`config.mk`:
```
export PLATFORM = sky130hd
export DESIGN_NAME = graphics_pixel_writer_flat
export DESIGN_NICKNAME = d
export VERILOG_FILES = /design/src/rtl/graphics_pixel_writer_if.sv /design/src/rtl/graphics_pixel_writer.sv /design/src/flat_wrapper.sv
export SDC_FILE = /design/constraint.sdc
export NUM_CORES = 1
export LEC_CHECK = 0
export CELL_PAD_IN_SITES_DETAIL_PLACEMENT = 1
export CELL_PAD_IN_SITES_GLOBAL_PLACEMENT = 2
export CORE_MARGIN = 5
export CORE_UTILIZATION = 43
export DETAILED_ROUTE_END_ITERATION = 8
export GPL_TIMING_DRIVEN = 1
export PLACE_DENSITY_LB_ADDON = 0.1
export SKIP_CTS_REPAIR_TIMING = 1
export SYNTH_ARGS = -nofsm -noshare
export SYNTH_HDL_FRONTEND = slang
export SYNTH_SLANG_ARGS = --single-unit
```
`constraint.sdc`:
```
create_clock -name clk -period 12.11 [get_ports clk]
set_input_delay 3.633 -clock clk [delete_from_list [all_inputs] [get_ports clk]]
set_output_delay 3.633 -clock clk [all_outputs]
set_load 0.005 [all_outputs]
```
`src/rtl/graphics_pixel_writer_if.sv`:
```
// Pixel stream / frame-buffer write bundle.
// Shared pixel type plus the ST sink and MM master signal group.
package gpw_pkg;
   localparam int COORD_DATA_WIDTH = 12;
   localparam int COLOR_DATA_WIDTH = 16;

   typedef struct packed {
      logic [COORD_DATA_WIDTH-1:0] x;
      logic [COORD_DATA_WIDTH-1:0] y;
      logic [COLOR_DATA_WIDTH-1:0] color;
   } pixel_t;
endpackage

interface graphics_pixel_writer_if #(
   parameter int ADDR_WIDTH = 32
);
   import gpw_pkg::*;

   pixel_t                      st_data;
   logic                        st_valid;
   logic                        st_ready;
   logic [ADDR_WIDTH-1:0]       mm_address;
   logic [COLOR_DATA_WIDTH-1:0] mm_writedata;
   logic                        mm_write;
   logic                        mm_waitrequest;

   // writer side
   modport slave (
      input  st_data, st_valid, mm_waitrequest,
      output st_ready, mm_address, mm_writedata, mm_write
   );

   // engine / memory side
   modport master (
      output st_data, st_valid, mm_waitrequest,
      input  st_ready, mm_address, mm_writedata, mm_write
   );
endinterface

```
`src/rtl/graphics_pixel_writer.sv`:
```
// Pixel stream sink: FIFO, off-screen clip, address map.
// One frame-buffer write per visible pixel, in order.
module graphics_pixel_writer
   import gpw_pkg::*;
#(
   parameter int                    H_RES      = 640,
   parameter int                    V_RES      = 480,
   parameter int                    ADDR_WIDTH = 32,
   parameter logic [ADDR_WIDTH-1:0] FB_BASE    = '0,
   parameter int                    FIFO_DEPTH = 4
) (
   input  logic                     clk,
   input  logic                     reset_n,
   input  logic                     clken,
   graphics_pixel_writer_if.slave   bus,
   output logic                     idle,
   output logic [15:0]              drop_count,
   input  logic                     drop_clear
);

   localparam int BPP = (COLOR_DATA_WIDTH + 7) / 8;
   localparam int PW  = $clog2(FIFO_DEPTH);
   localparam int CW  = PW + 1;

   localparam logic [CW-1:0] RDY_MAX = CW'(FIFO_DEPTH - 2);
   localparam logic [COORD_DATA_WIDTH-1:0] H_LIM = COORD_DATA_WIDTH'(H_RES);
   localparam logic [COORD_DATA_WIDTH-1:0] V_LIM = COORD_DATA_WIDTH'(V_RES);

   pixel_t                      mem_q [FIFO_DEPTH];
   pixel_t                      mem_d [FIFO_DEPTH];
   logic [PW-1:0]               wr_ptr_q, wr_ptr_d;
   logic [PW-1:0]               rd_ptr_q, rd_ptr_d;
   logic [CW-1:0]               cnt_q, cnt_d;
   logic                        st_ready_q, st_ready_d;
   logic                        mm_write_q, mm_write_d;
   logic [ADDR_WIDTH-1:0]       addr_q, addr_d;
   logic [COLOR_DATA_WIDTH-1:0] data_q, data_d;
   logic                        idle_q, idle_d;
   logic [15:0]                 drop_q, drop_d;

   logic                        on_screen;
   logic                        accept;
   logic                        push;
   logic                        pop;
   logic                        out_free;
   pixel_t                      head;
   logic [ADDR_WIDTH-1:0]       pix_addr;

   assign bus.st_ready     = st_ready_q & clken;
   assign bus.mm_write     = mm_write_q;
   assign bus.mm_address   = addr_q;
   assign bus.mm_writedata = data_q;
   assign idle             = idle_q;
   assign drop_count       = drop_q;

   // Handshake decode: accept, clip, push and pop strobes
   always_comb begin
      on_screen = (bus.st_data.x < H_LIM) && (bus.st_data.y < V_LIM);
      accept    = bus.st_valid && st_ready_q && clken;
      push      = accept && on_screen;
      out_free  = !mm_write_q || !bus.mm_waitrequest;
      pop       = out_free && (cnt_q != '0) && clken;
      head      = mem_q[rd_ptr_q];
      pix_addr  = FB_BASE
                + (ADDR_WIDTH'(head.y) * ADDR_WIDTH'(H_RES)
                +  ADDR_WIDTH'(head.x)) * ADDR_WIDTH'(BPP);
   end

   // FIFO storage, pointers and occupancy
   always_comb begin
      mem_d    = mem_q;
      wr_ptr_d = wr_ptr_q;
      rd_ptr_d = rd_ptr_q;
      cnt_d    = cnt_q;
      if (push) begin
         mem_d[wr_ptr_q] = bus.st_data;
         wr_ptr_d        = wr_ptr_q + 1'b1;
      end
      if (pop) begin
         rd_ptr_d = rd_ptr_q + 1'b1;
      end
      if (push && !pop) begin
         cnt_d = cnt_q + 1'b1;
      end else if (!push && pop) begin
         cnt_d = cnt_q - 1'b1;
      end
   end

   // Output register, ready/idle status and drop counter
   always_comb begin
      mm_write_d = mm_write_q;
      addr_d     = addr_q;
      data_d     = data_q;
      if (pop) begin
         mm_write_d = 1'b1;
         addr_d     = pix_addr;
         data_d     = head.color;
      end else if (mm_write_q && !bus.mm_waitrequest) begin
         mm_write_d = 1'b0;
      end
      st_ready_d = (cnt_d <= RDY_MAX);
      idle_d     = (cnt_d == '0) && !mm_write_d && !accept;
      drop_d     = drop_q;
      if (drop_clear) begin
         drop_d = '0;
      end else if (accept && !on_screen && (drop_q != 16'hFFFF)) begin
         drop_d = drop_q + 16'd1;
      end
   end

   // State registers; reset drops queued pixels and any pending write
   always_ff @(posedge clk or negedge reset_n) begin
      if (!reset_n) begin
         mem_q      <= '{default: '0};
         wr_ptr_q   <= '0;
         rd_ptr_q   <= '0;
         cnt_q      <= '0;
         st_ready_q <= 1'b0;
         mm_write_q <= 1'b0;
         addr_q     <= '0;
         data_q     <= '0;
         idle_q     <= 1'b1;
         drop_q     <= '0;
      end else begin
         mem_q      <= mem_d;
         wr_ptr_q   <= wr_ptr_d;
         rd_ptr_q   <= rd_ptr_d;
         cnt_q      <= cnt_d;
         st_ready_q <= st_ready_d;
         mm_write_q <= mm_write_d;
         addr_q     <= addr_d;
         data_q     <= data_d;
         idle_q     <= idle_d;
         drop_q     <= drop_d;
      end
   end

endmodule

```
`src/flat_wrapper.sv`:
```
// flat-port wrapper written by rule: the top's interface ports become plain ports
module graphics_pixel_writer_flat import gpw_pkg::*;
#(
   parameter int                    H_RES      = 640,
   parameter int                    V_RES      = 480,
   parameter int                    ADDR_WIDTH = 32,
   parameter logic [ADDR_WIDTH-1:0] FB_BASE    = '0,
   parameter int                    FIFO_DEPTH = 4
)
  (clk, reset_n, clken, idle, drop_count, drop_clear, bus_st_data, bus_st_valid, bus_mm_waitrequest, bus_st_ready, bus_mm_address, bus_mm_writedata, bus_mm_write);
  graphics_pixel_writer_if #(.ADDR_WIDTH(ADDR_WIDTH)) bus_i ();
  input  logic clk;
  input  logic reset_n;
  input  logic clken;
  output logic idle;
  output logic [15:0] drop_count;
  input  logic drop_clear;
  input wire logic [$bits(bus_i.st_data)-1:0] bus_st_data;
  input wire logic [$bits(bus_i.st_valid)-1:0] bus_st_valid;
  input wire logic [$bits(bus_i.mm_waitrequest)-1:0] bus_mm_waitrequest;
  output wire logic [$bits(bus_i.st_ready)-1:0] bus_st_ready;
  output wire logic [$bits(bus_i.mm_address)-1:0] bus_mm_address;
  output wire logic [$bits(bus_i.mm_writedata)-1:0] bus_mm_writedata;
  output wire logic [$bits(bus_i.mm_write)-1:0] bus_mm_write;
  assign bus_i.st_data = bus_st_data;
  assign bus_i.st_valid = bus_st_valid;
  assign bus_i.mm_waitrequest = bus_mm_waitrequest;
  assign bus_st_ready = bus_i.st_ready;
  assign bus_mm_address = bus_i.mm_address;
  assign bus_mm_writedata = bus_i.mm_writedata;
  assign bus_mm_write = bus_i.mm_write;
  graphics_pixel_writer #(.H_RES(H_RES), .V_RES(V_RES), .ADDR_WIDTH(ADDR_WIDTH), .FB_BASE(FB_BASE), .FIFO_DEPTH(FIFO_DEPTH)) u_core (.clk(clk), .reset_n(reset_n), .clken(clken), .bus(bus_i), .idle(idle), .drop_count(drop_count), .drop_clear(drop_clear));
endmodule
```
==> flow_metrics.tcl, run 1 <==
set metrics [dict create \
    place.gp.congestion 0.779 \
    ys_warn_count 0 \
    drv_slew 0 \
    drt_pre_antenna_iters 4 \
    drc 0 \
    synthMuxAreaShare 0.237 \
    coreArea_um2 24400 \
    tightest_slew_ns 0.920 \
    whs_ns 0.472 \
    p_per_area_nw_per_um2 153 \
    crit_type "primary input to output port" \
    layout.nets 1000 \
    grt_overflow 0 \
    ys_seq_area_frac 0.528 \
    area_delta_synth_final_pct 20.4 \
    grt_pass1_wl_mm 42.5 \
    stdcell_area_um2 12800 \
    ys_types 64 \
    synthFlopType "dfrtp_1" \
    synth_top_cell_by_area "dfrtp_1" \
    path_max_fanout 2 \
    synthArstFlopShare 1.00 \
    dp_hpwl_mm 16.5 \
    cts_tree "done" \
    htree_levels 1 \
    antenna_found_initial 0 \
    synthAdderAreaFrac 0.0425 \
    cpMostUsedCell "clkdlybuf4s50_1" \
    critical-path-top-delay-family "buffers and inverters" \
    placedInstanceArea_um2 12000 \
    post_route_cells_drive_above_1_share 0.268 \
    viasPerCell 5.39 \
    setup_ws_ns 3.67 \
    setup_viol 0 \
    slowest_delay_ns 0.51 \
    wl_per_cell_um 20.0 \
    start_kind "primary input" \
    routed_wl_mm 25.3 \
    die_h_um 167 \
    netlist_instances 820 \
    vias 6795 \
    dieArea_um2 28000 \
    syn_area_um2 10700 \
    finalHoldViolCount 0 \
    syn_avg_cell_area_um2 13.0 \
    initial_core_util 0.437 \
    hold_class "flip-flop to flip-flop" \
    grt_max_degree 97 \
    synth_top_family_by_area "multiplexers" \
    core.rowCount 57 \
    fin_util 0.526 \
    ys_ff_latch 225 \
    drt_iter0_drc 232 \
    crit_chain "clkdlybuf4s50_1 > and2_1 > clkdlybuf4s50_1" \
    route.antenna.remaining_nets 0 \
    max_slew_margin 0.386 \
    fin_crit_sh 0.697 \
    fmax_ghz 0.118 \
    cts_made_buffers 26 \
    pin_count 113 \
    critPathRequiredTime_ns 8.48 \
    crit_path_end_kind "output port" \
    crit_buf_inv 2 \
    crit_slowest_cell "clkdlybuf4s50_1" \
    synth-xor-area-share 0.0279 \
    fin_crit_ns 8.44 \
    grt_pass1_vias 7933 \
    pre_cts_slack_ns 3.67 \
    synth-edff-count 0 \
    io_buffers 103 \
    clock_latency_ns 0.54 \
    ir_drop_v 0.000102 \
    clk_pin_slew_ns 0.06 \
    synth-compound-area-share 0.0425 \
    antenna_cells 0 \
    tns_ns 0 \
    synth_area_leaders "dfrtp_1, mux2_2, mux4_2" \
    drv_cap 0 \
    run_status "finished, final reports clean" \
    grtUsageTotal 0.184 \
    synthSimpleGateAreaFrac 0.0933 \
    yosys.area.top_type_share 0.526 \
    fin_worst_skew_ns 0.0239 \
    p_leak_nw 6.17 \
    cts_root_buf "clkbuf_16" \
    rsz0062_at_grt "false" \
    cp.arrival_ns 4.81 \
    die_w_um 167 \
    clockBufferDepth 3 \
    numClockSinks 225 \
]
==> cells by family after synthesis <==
kind of cell | count (synthesis)
DFF | 225
and+or+nand+nor | 210
muxes | 184
AOI/OAI and AO/OA | 68
buffers and inverters | 63
adders and majority gates | 35
xor gates and xnor gates | 34
other | 1
==> per-layer routing <==
layer / share of wire / vias up / wire length (um) / track usage
met5: 0 / - / 0 / 0
met4: 0.017 / 0 / 435 / 0.0381
met3: 0.035 / 38 / 874 / 0.0285
li1: - / 3079 / - / -
met2: 0.52 / 117 / 13100 / 0.336
met1: 0.43 / 3561 / 10900 / 0.232
==> registers in the layout, summed over array words and instances, names as in the netlist <==
signal / cells
u_core.mem_q: 160
u_core.bus.mm_address: 23
u_core.bus.mm_writedata: 16
u_core.drop_count: 16
u_core.cnt_q: 3
u_core.rd_ptr_q: 2
u_core.wr_ptr_q: 2
u_core.bus.mm_write: 1
u_core.idle: 1
u_core.st_ready_q: 1
==> tightest hold or removal path, delay by kind of cell, from the launching register on <==
kind	cells	cell delay, ns
DFF	1	0.34
and+or+nand+nor	2	0.10
==> path summary, 6_finish.rpt <==
| check | from | end | slack, ns | cells past startpoint |
|---|---|---|---|---|
| max in group asynchronous | reset_n | u_core.rd_ptr_q[1] | 7.53 | 2 |
| setup / recovery | clken | bus_st_ready | 3.67 | 3 |
| setup reg to reg | u_core.rd_ptr_q[0] | u_core.bus.mm_address[22] | 7.30 | 12 |
| hold reg to reg | u_core.bus.mm_address[4] | u_core.bus.mm_address[4] | 0.47 | 2 |
| min in group asynchronous | reset_n | u_core.mem_q[102] | 3.15 | 1 |
| hold / removal | u_core.bus.mm_address[4] | u_core.bus.mm_address[4] | 0.47 | 2 |
==> cells in the final DEF, fill, tap and decap left out, drive strengths merged, types with 3 or more instances in the layout <==
cell	Yosys	routed
xnor2	18	18
buf	34	12
nor3	4	4
a21oi	15	15
a311oi	3	3
inv	12	12
and3	3	3
o21ai	22	22
clkinv	0	4
ha	33	33
a21o	3	3
nor4	3	3
a211o	3	3
mux2i	3	3
clkbuf	17	39
clkdlybuf4s50	0	102
mux2	141	141
mux4	40	40
and2	25	25
nand4	10	10
conb	1	9
xor2	16	16
dfrtp	224	224
a211oi	6	6
nor2	30	30
nand2b	3	3
nand3	11	11
nand2	109	109
==> layout make-up <==
type,count,area (um2)
Multi-Input combinational cell,540,4780
Tap cell,324,405
Inverter,12,45.0
Sequential cell,225,5630
Timing Repair Buffer,114,1120
Fill cell,2456,11600
Clock buffer,39,749
Clock inverter,7,98.8
==> synthesized netlist by cell type (2+ instances only) <==
| cell | count |
|---|---|
| a211o_1 | 2 |
| a211oi_1 | 5 |
| a21o_1 | 3 |
| a21oi_1 | 13 |
| a21oi_2 | 2 |
| a311oi_1 | 2 |
| and2_1 | 25 |
| and3_1 | 3 |
| buf_1 | 5 |
| buf_2 | 19 |
| buf_4 | 9 |
| clkbuf_1 | 17 |
| dfrtp_1 | 224 |
| fa_1 | 2 |
| ha_1 | 33 |
| inv_1 | 12 |
| mux2_2 | 141 |
| mux2i_1 | 3 |
| mux4_2 | 39 |
| nand2_1 | 109 |
| nand2b_1 | 3 |
| nand3_1 | 10 |
| nand4_1 | 9 |
| nor2_1 | 30 |
| nor2b_1 | 2 |
| nor3_1 | 4 |
| nor4_1 | 2 |
| o21a_1 | 2 |
| o21ai_0 | 20 |
| o21ai_1 | 2 |
| o21bai_1 | 2 |
| o22ai_1 | 2 |
| xnor2_1 | 18 |
| xor2_1 | 16 |
==> stage by stage <==
step / total power, mW / std cells
finish: 1.97 / 1261
global route: 2.07 / 1261
CTS: 2.00 / 1261
detailed placement: 1.22 / 1215
global placement: 1.20 / 1215
floorplan: 1.06 / 828
==> power by group <==
group          internal, mW  switching (mW)  total, mW
Clock                 0.468           0.304      0.772
Combinational         0.161           0.174      0.335
Sequential            0.799          0.0603      0.860
No activity file was read; power rests on OpenSTA's default activity.
==> run 2: changes to the inputs <==
Settings changed: CORE_UTILIZATION 43 to 36.
Clock period 12.11 ns to 7.1 ns, I/O delays scaled along.
==> run 2 against run 1 <==
Net effect:
- die area is 18% higher
- worst hold slack better by 0.0021 ns
- routed wire length is 3.0% higher
- via count hardly changed
- utilization is 8.5 points lower
- critical path type unchanged
- highest routed layer is now met5
==> flow_metrics.tcl, run 2 (same netlist as run 1, synthesis figures left out) <==
set metrics [dict create \
    path_max_fanout 2 \
    cts_root_buf "clkbuf_16" \
    cts_made_buffers 28 \
    p_per_area_nw_per_um2 261 \
    critPathRequiredTime_ns 4.97 \
    cp.arrival_ns 3.24 \
    run_status "finished, final reports clean" \
    clk_pin_slew_ns 0.05 \
    antenna_found_initial 2 \
    route.antenna.remaining_nets 0 \
    die_h_um 182 \
    crit_type "primary input to output port" \
    finalHoldViolCount 0 \
    numClockSinks 225 \
    clockBufferDepth 3 \
    drt_iter0_drc 278 \
    clock_latency_ns 0.53 \
    final_cell_mix "dfrtp_1, mux2_2, nand2_1, clkdlybuf4s50_1, mux4_2" \
    fin_util 0.441 \
    max_slew_margin 0.459 \
    tightest_slew_ns 0.812 \
    grt_pass1_wl_mm 43.2 \
    dp_hpwl_mm 17.0 \
    multi_input_area_um2 4780 \
    post_route_cells_drive_above_1_share 0.272 \
    setup_viol 0 \
    routed_wl_mm 26.0 \
    fin_crit_sh 0.757 \
    cts_tree "done" \
    drv_cap 0 \
    ff_latch_area_um2 5630 \
    initial_core_util 0.362 \
    io_buffers 103 \
    grtUsageTotal 0.160 \
    vias 6792 \
    rsz0062_at_grt "false" \
    grt_pass1_vias 7847 \
    ir_drop_v 0.000184 \
    dieArea_um2 33100 \
    crit_path_end_kind "output port" \
    pin_count 113 \
    p_leak_nw 6.20 \
    largest_register "u_core.mem_q" \
    drv_slew 0 \
    layout.nets 1004 \
    tns_ns 0 \
    core.rowCount 63 \
    drc 0 \
    largest_reg_flops 160 \
    coreArea_um2 29400 \
    start_kind "primary input" \
    fillers 3039 \
    fin_crit_ns 5.37 \
    layout_commonest_cell "dfrtp_1" \
    grt_overflow 0 \
    place.gp.congestion 0.786 \
    die_w_um 182 \
    htree_levels 1 \
    drt_pre_antenna_iters 4 \
    area_delta_synth_final_pct 21.7 \
    antenna_cells 0 \
    wl_per_cell_um 19.5 \
    viasPerCell 5.09 \
    grt_max_degree 105 \
    fmax_ghz 0.186 \
    hold_class "flip-flop to flip-flop" \
    fin_worst_skew_ns 0.00726 \
]
[run 2: cell types whose count changed in the layout (fill, tap and decap cells not counted)]
cell,change
clkinv_4,+2
clkbuf_1,+1
buf_4,+2
bufinv_16,-2
clkinv_8,-1
clkinv_2,+1
clkbuf_8,+1
clkbuf_16,+3
[run 2: cell type report]
| type | instances | area share |
|---|---|---|
| flip-flops and latches | 225 | 0.435 |
| well taps | 390 | 0.0376 |
| clock buffers | 44 | 0.0649 |
| inverters | 12 | 0.00347 |
| clock inverters | 7 | 0.00347 |
| repair buffers | 116 | 0.0874 |
| multi-input cells | 540 | 0.369 |
[run 2: per-stage QoR]
stage                     setup slack (ns)  power, mW  area (um2)  hold WS (ns)  instances
after floorplan                       2.71       1.81       10700         0.444        828
after global placement                1.72       2.07       12100         0.459       1283
after detailed placement              1.72       2.09       12100         0.463       1283
after CTS                             1.72       3.47       13000         0.481       1334
after global routing                  1.69       3.57       13000         0.488       1334
final                                 1.73       3.38       13000         0.474       1334
[run 2: final timing paths]
path / from / endpoint / slack, ns / depth (start not counted)
hold reg to reg: u_core.bus.mm_address[2] / u_core.bus.mm_address[2] / 0.47 / 2
setup / recovery: clken / bus_st_ready / 1.73 / 3
min in group asynchronous: reset_n / u_core.bus.mm_address[19] / 1.63 / 1
setup reg to reg: u_core.rd_ptr_q[0] / u_core.bus.mm_address[22] / 2.63 / 12
hold / removal: u_core.bus.mm_address[2] / u_core.bus.mm_address[2] / 0.47 / 2
max in group asynchronous: reset_n / u_core.rd_ptr_q[0] / 4.08 / 2
[run 2: worst max-delay path: stages]
cell             delay [ns]
clkdlybuf4s50_1        0.46
and2_1                 0.14
clkdlybuf4s50_1        0.51
[run 2: power breakdown]
part           total [mW]  switching, mW  internal (mW)
registers            1.46         0.0964           1.36
clock network        1.34          0.530          0.809
logic               0.586          0.308          0.277
[run 2: per-layer routing]
layer,share of wire,vias up,wire (um),global-route usage
met1,0.44,3553,11300,0.207
met3,0.038,34,979,0.0317
li1,-,3097,-,-
met2,0.51,104,13300,0.281
met5,0.0010,-,27,0
met4,0.017,4,440,0.0303
==> run 3: changes to the inputs <==
Settings changed: CORE_UTILIZATION 36 to 39.
Clock period 7.1 ns to 5.5 ns, I/O delays scaled along.
==> run 3 against run 2 <==
Net effect:
- combinational power is 30% higher
- global-route usage is 1.4 points higher
- first-iteration DRC count is 12% higher
- clock-buffer cell count is 1 lower
- worst setup slack worse by 0.66 ns
- die area is 7.3% lower
- final cell count is 3.6% lower
- utilization is 3.7 points higher
- final area is 0.60% lower
- register-to-register slack worse by 1.3 ns
- critical path type unchanged
- largest cell class unchanged
- highest routed layer unchanged
==> flow_metrics.tcl, run 3 (same netlist as run 1, synthesis figures left out) <==
set metrics [dict create \
    layout_commonest_cell "dfrtp_1" \
    setup_ws_ns 1.07 \
    fillers 2752 \
    grt_max_degree 130 \
    tns_ns 0 \
    drc 0 \
    route.antenna.remaining_nets 0 \
    ff2ff_setup_slack_ns 1.33 \
    run_status "finished, final reports clean" \
    wl_per_cell_um 20.3 \
    ir_drop_v 0.000204 \
    p_leak_nw 6.19 \
    tightest_slew_ns 1.01 \
    power_mw 4.36 \
    clk_pin_slew_ns 0.05 \
    fin_crit_ns 4.43 \
    ff_latch_area_um2 5630 \
    die_w_um 175 \
    placedInstanceArea_um2 12000 \
    drt_pre_antenna_iters 4 \
    coreArea_um2 27000 \
    p_per_area_nw_per_um2 338 \
    multi_input_area_um2 4780 \
    cts_root_buf "clkbuf_16" \
    whs_ns 0.471 \
    start_kind "primary input" \
    power_frac_seq 0.430 \
    pre_cts_slack_ns 0.542 \
    viasPerCell 5.31 \
    antenna_cells 0 \
    largest_reg_flops 160 \
    vias 6825 \
    crit_path_end_kind "output port" \
    max_slew_margin 0.327 \
    drv_cap 0 \
    final_cell_mix "dfrtp_1, mux2_2, nand2_1, clkdlybuf4s50_1, mux4_2" \
    dp_hpwl_mm 17.8 \
    cts_made_buffers 27 \
    drv_slew 0 \
    die_h_um 175 \
    pin_count 113 \
    cp_num_cells 3 \
    fin_util 0.478 \
    antenna_found_initial 1 \
    grt_pass1_wl_mm 43.5 \
    finalHoldViolCount 0 \
    initial_core_util 0.395 \
    slowest_delay_ns 0.51 \
    clock_latency_ns 0.53 \
    final_cells 1286 \
    routed_wl_mm 26.1 \
    path_max_fanout 2 \
    stdcell_area_um2 12900 \
    largest_register "u_core.mem_q" \
    cpMostUsedCell "clkdlybuf4s50_1" \
    placed_cells 1236 \
    fin_crit_sh 0.805 \
    io_buffers 103 \
    crit_chain "clkdlybuf4s50_1 > and2_1 > clkdlybuf4s50_1" \
    rsz0062_at_grt "false" \
    critical-path-top-delay-family "buffers and inverters" \
    area_delta_synth_final_pct 20.9 \
    setup_viol 0 \
    htree_levels 1 \
    critPathRequiredTime_ns 3.85 \
    fin_worst_skew_ns 0.00833 \
    place.gp.congestion 0.790 \
    grt_pass1_vias 7974 \
    post_route_cells_drive_above_1_share 0.271 \
    hold_class "flip-flop to flip-flop" \
    dieArea_um2 30700 \
    clockBufferDepth 3 \
    numClockSinks 225 \
    intPower_mw 3.14 \
    fmax_ghz 0.226 \
    core.rowCount 60 \
    grt_overflow 0 \
    combPwrFrac 0.175 \
    cp.arrival_ns 2.78 \
    crit_buf_inv 2 \
    crit_type "primary input to output port" \
    drt_iter0_drc 310 \
    swShare 0.279 \
    whs_path_depth 2 \
    crit_slowest_cell "clkdlybuf4s50_1" \
    grtUsageTotal 0.173 \
    layout.nets 1005 \
    cts_tree "done" \
    netSwitchingPower_mw 1.21 \
    worstRegToRegCells 10 \
    power_frac_clock 0.395 \
]
run 3: cell count changes in the layout (fill, tap and decap cells not counted):
cell	change
buf_4	+2
bufinv_16	+1
clkbuf_1	+2
clkbuf_16	-2
clkbuf_8	-1
clkinv_2	-1
clkinv_4	-2
inv_6	+2
run 3: power by group through the flow:
stage / combinational [mW] / clock (mW) / sequential [mW]
floorplan: 0.509 / 0 / 1.83
global placement: 0.766 / 0 / 1.90
detailed placement: 0.783 / 0 / 1.91
CTS: 0.788 / 1.77 / 1.88
global route: 0.843 / 1.84 / 1.89
finish: 0.763 / 1.72 / 1.87
run 3: final timing paths:
check	start	endpoint
worst min-delay path	u_core.bus.mm_address[7]	u_core.bus.mm_address[7]
worst max-delay path	clken	bus_st_ready
min in group asynchronous	reset_n	u_core.mem_q[146]
worst min register to register	u_core.bus.mm_address[7]	u_core.bus.mm_address[7]
worst max register to register	u_core.rd_ptr_q[0]	u_core.bus.mm_address[22]
max in group asynchronous	reset_n	u_core.idle
run 3: layout make-up:
type | count | area share
tap | 341 | 0.0331
clock buffer | 43 | 0.0610
timing repair buffer | 118 | 0.0891
clock inverter | 7 | 0.00544
inverter | 12 | 0.00349
sequential | 225 | 0.437
multi-input combinational | 540 | 0.371
run 3: tightest hold or removal path: stages (launching register included):
cell     delay (ns)
dfrtp_1        0.34
nand2_1        0.05
nand2_1        0.06
run 3: per-layer routing:
layer	track usage	vias to the layer above	wire, um
li1	-	3096	-
met1	0.225	3585	11400
met2	0.311	108	13400
met3	0.0269	34	940
met4	0.0314	2	321
met5	0	-	13
==> edit 1, RTL diff (config.mk and constraints of run 3) <==
Take the reset off `addr_q` and load it in a clocked block of its own.
--- a/src/rtl/graphics_pixel_writer.sv
+++ b/src/rtl/graphics_pixel_writer.sv
@@ -117,7 +117,6 @@
          cnt_q      <= '0;
          st_ready_q <= 1'b0;
          mm_write_q <= 1'b0;
-         addr_q     <= '0;
          data_q     <= '0;
          idle_q     <= 1'b1;
          drop_q     <= '0;
@@ -128,12 +127,15 @@
          cnt_q      <= cnt_d;
          st_ready_q <= st_ready_d;
          mm_write_q <= mm_write_d;
-         addr_q     <= addr_d;
          data_q     <= data_d;
          idle_q     <= idle_d;
          drop_q     <= drop_d;
       end
    end
 
+   always_ff @(posedge clk) begin
+      addr_q <= addr_d;
+   end
+
 endmodule
 
Check against the original RTL: differs if reset_n is asserted again (counterexample within 4 cycles, from zero or initial values and one cycle with reset_n low); with reset_n held inactive, the same outputs for 4 cycles.
==> edit 1 against run 3 <==
Worst hold slack better by 0.0093 ns; routed wire length down 9.3%; cell area down 0.83%; clock power up 5%; setup slack worse by 0.040 ns; highest routed layer is now met4; power up 2.2%; sequential cell count unchanged; utilization up 0.95 points; combinational power down 8.7%; synthesized area down 2.1%.
==> edit 1: results (changes against run 3) <==
Asr flop ratio synth: 89.8% (-10 points)
Met2 Wirelength: 12.0 mm (-10%)
ClkCell Share: 7.16% (+0.52 points)
Flop2flop setup slack: 1.29 ns (-0.04 ns)
Hold wc startpoint: u_core.mem_q[119]
Initial antenna violation count: 0 (-1)
Met2 global-route usage: 28.2% (-3.0 points)
Post-synthesis adder-cell area fraction: 4.34% (+0.092 points)
EDFF count, synth: 23 (+23)
Post-DP HPWL: 15.6 mm (-12%)
Area of placed instances: 11900 um^2 (-1.4%)
Vias per cell: 5.20 (-1.9%)
M1 GR Usage: 20.4% (-2.1 points)
Mux contribution to synthesized area: 25.7% (+2.0 points)
Met1 wire length: 10.4 mm (-9.2%)
Status: completed
Non-CTS inverters: 16 (+4)
Crit-path max FO: 3 (+1)
Non-clock buffers: 114 (-3.4%)
Hold slack: 0.480 ns (+0.00930 ns)
Pleak: 6.05 nW (-2.3%)
Seq Cell Count: 225 (unchanged)
Netlist cell types: 54 (-16%)
Register-to-Register Path Depth: 11 (+1)
Post-synthesis compound-gate area fraction: 3.20% (-1.0 points)
Gr usage total: 15.9% (-1.5 points)
DP Worst Slack: 1.05 ns (+0.510 ns)
Area contributors post-synth: dfrtp_1 48%, mux2_2 17%, mux4_2 8.6%, edfxtp_1 6.6%, ha_1 4.0%
IR drop worst, VDD: 0.000240 V (+18%)
R2r endpoint: u_core.bus.mm_address[22]
Fraction of area in registers: 45.0% (+1.3 points)
Core Region: 26200 um^2 (-2.8%)
Final min period: 4.47 ns (+0.0396 ns)
Data buffer area share: 9.04% (+0.12 points)
Drt total wl: 23.7 mm (-9.3%)
Final instance area: 12800 um^2 (-0.83%)
Cell count after synthesis: 719 (-12%)
Clock buf count: 36 (-16%)
Vias in the first global route: 7195 (-9.8%)
Hold Path Stages: 1 (-1)
Crit path DAT: 2.82 ns (+0.04 ns)
Final RePlAce weighted congestion: 0.746 (-5.5%)
Largest net degree at the start of global routing: 135 (+3.8%)
Commonest cells in the netlist: 201 x dfrtp_1, 156 x mux2_2, 40 x mux4_2
Post-Route Skew: 0.0160 ns (+0.00771 ns)
Fillers: 2594 (-5.7%)
Highest Signal Layer: met4
M3 GR Usage: 2.90% (+0.21 points)
## edit 1: changes by cell type after synthesis, moves of 4 or more
cell	change
a211oi_1	-4
buf_2	-13
clkbuf_1	+5
dfrtp_1	-23
edfxtp_1	+23
mux2_2	+15
nand2_1	-82
nand3_1	-4
nand4_1	-4
nor2_1	-7
nor3b_1	+4
o21ai_0	-6
## edit 1: how the worst max path moves through the flow
stage                        from                   endpoint  depth (start not counted)
2_1_floorplan  u_core.rd_ptr_q[0]  u_core.bus.mm_address[22]                         14
3_3_place_gp                clken               bus_st_ready                          3
3_5_place_dp                clken               bus_st_ready                          3
4_1_cts                     clken               bus_st_ready                          3
5_1_grt                     clken               bus_st_ready                          3
6_report                    clken               bus_st_ready                          3
## edit 1: where the power goes
group / internal (W) / total (W) / switching [W]
logic: 0.000369 / 0.000697 / 0.000328
clock network: 0.00111 / 0.00180 / 0.000691
registers: 0.00181 / 0.00195 / 0.000141
total: 0.00329 / 0.00445 / 0.00116
==> edit 2, RTL diff (flow settings as in run 3) <==
Without the edit above. Change the package constant `COLOR_DATA_WIDTH` from 16 to 12.
--- a/src/rtl/graphics_pixel_writer_if.sv
+++ b/src/rtl/graphics_pixel_writer_if.sv
@@ -2,7 +2,7 @@
 // Shared pixel type plus the ST sink and MM master signal group.
 package gpw_pkg;
    localparam int COORD_DATA_WIDTH = 12;
-   localparam int COLOR_DATA_WIDTH = 16;
+   localparam int COLOR_DATA_WIDTH = 12;
 
    typedef struct packed {
       logic [COORD_DATA_WIDTH-1:0] x;
Ports: changed (resized bus_mm_writedata and bus_st_data); port bits go from 113 to 105. No check against the original RTL was run, so the function may have changed too.
==> edit 2 against run 3 <==
Sequential cell count is 20 lower; power is 8.5% lower; critical path type unchanged; highest routed layer unchanged; cell area fell by 8.3%; setup slack got worse by 0.059 ns; routed wire length fell by 15%; synthesized area shrank 9.2%; count of clock-buffer cells in the layout fell by 8; non-clock buffer count decreased by 8.
==> edit 2: results (changes against run 3) <==
Rel. slew slack: 25.8% (-6.9 points)
Num CTS Buffers: 24 (-11%)
NumNets Final: 884 (-12%)
1st-iter DRT viols: 272 (-12%)
Commonest cells in the netlist: 204 x dfrtp_1, 144 x mux2_2, 40 x nand2_1
Clock buf count: 35 (-19%)
Post-DP HPWL: 15.3 mm (-14%)
Hold wc startpoint: u_core.bus.mm_address[13]
Crit-path max FO: 4 (+2)
Fraction of layout instances using a drive strength above 1: 30.8% (+3.7 points)
Max reg flops: 144 (-10%)
Drt total wl: 22.2 mm (-15%)
Multi-input gate share of the layout cell area: 36.7% (-0.34 points)
Netlist cell types: 51 (-20%)
Initial antenna violation count: 2 (+1)
DR WL/cell: 19.3 um (-5.0%)
Cell count after synthesis: 704 (-14%)
Vias in the first global route: 6869 (-14%)
Flops & latches, synth: 205 (-8.9%)
Status: completed
Seq/Total Area, Yosys: 53.0% (+0.20 points)
Non-clock buffers: 110 (-6.8%)
ClkCell Share: 7.02% (+0.38 points)
Multi-In Gates: 454 (-16%)
P_int: 0.00291 W (-7.4%)
Cells after DPL: 1105 (-11%)
IR drop worst, VDD: 0.000240 V (+17%)
Post-Route Skew: 0.0281 ns (+0.0198 ns)
Vias per cell: 5.14 (-3.2%)
Hold Path End: u_core.bus.mm_address[13]
Pleak: 5.64 nW (-8.8%)
Clock network fraction of total power: 40.1% (+0.6 points)
Data buffer area share: 9.03% (+0.11 points)
Combinational cell fraction of total power: 16.2% (-1.3 points)
edit 2: stage by stage:
step           cell area, um^2  hold slack, ns  setup WS, ns  power, W  util, %
3_5_place_dp             11000           0.467         0.993   0.00244     45.1
2_1_floorplan             9700           0.448          1.35   0.00213        -
5_1_grt                  11800           0.494         0.974   0.00420     48.5
6_report                 11800           0.480          1.01   0.00399     48.5
4_1_cts                  11800           0.486         0.994   0.00407     48.5
3_3_place_gp             11000           0.462         0.988   0.00241     45.1
edit 2: logic make-up after synthesis:
group,after synthesis,share of synthesized area (%)
DFF,205,53.0
muxes,181,25.2
and+or+nand+nor,129,6.79
AOI/OAI and AO/OA,61,4.07
buffers and inverters,53,2.60
xor gates and xnor gates,39,3.53
adders and majority gates,35,4.68
other,1,0.0388
edit 2: layer usage:
layer | share of wire, % | track usage [%]
met1 | 42 | 20.3
met5 | 0.063 | 0
met3 | 4.0 | 3.32
met2 | 51 | 28.5
met4 | 2.1 | 3.63
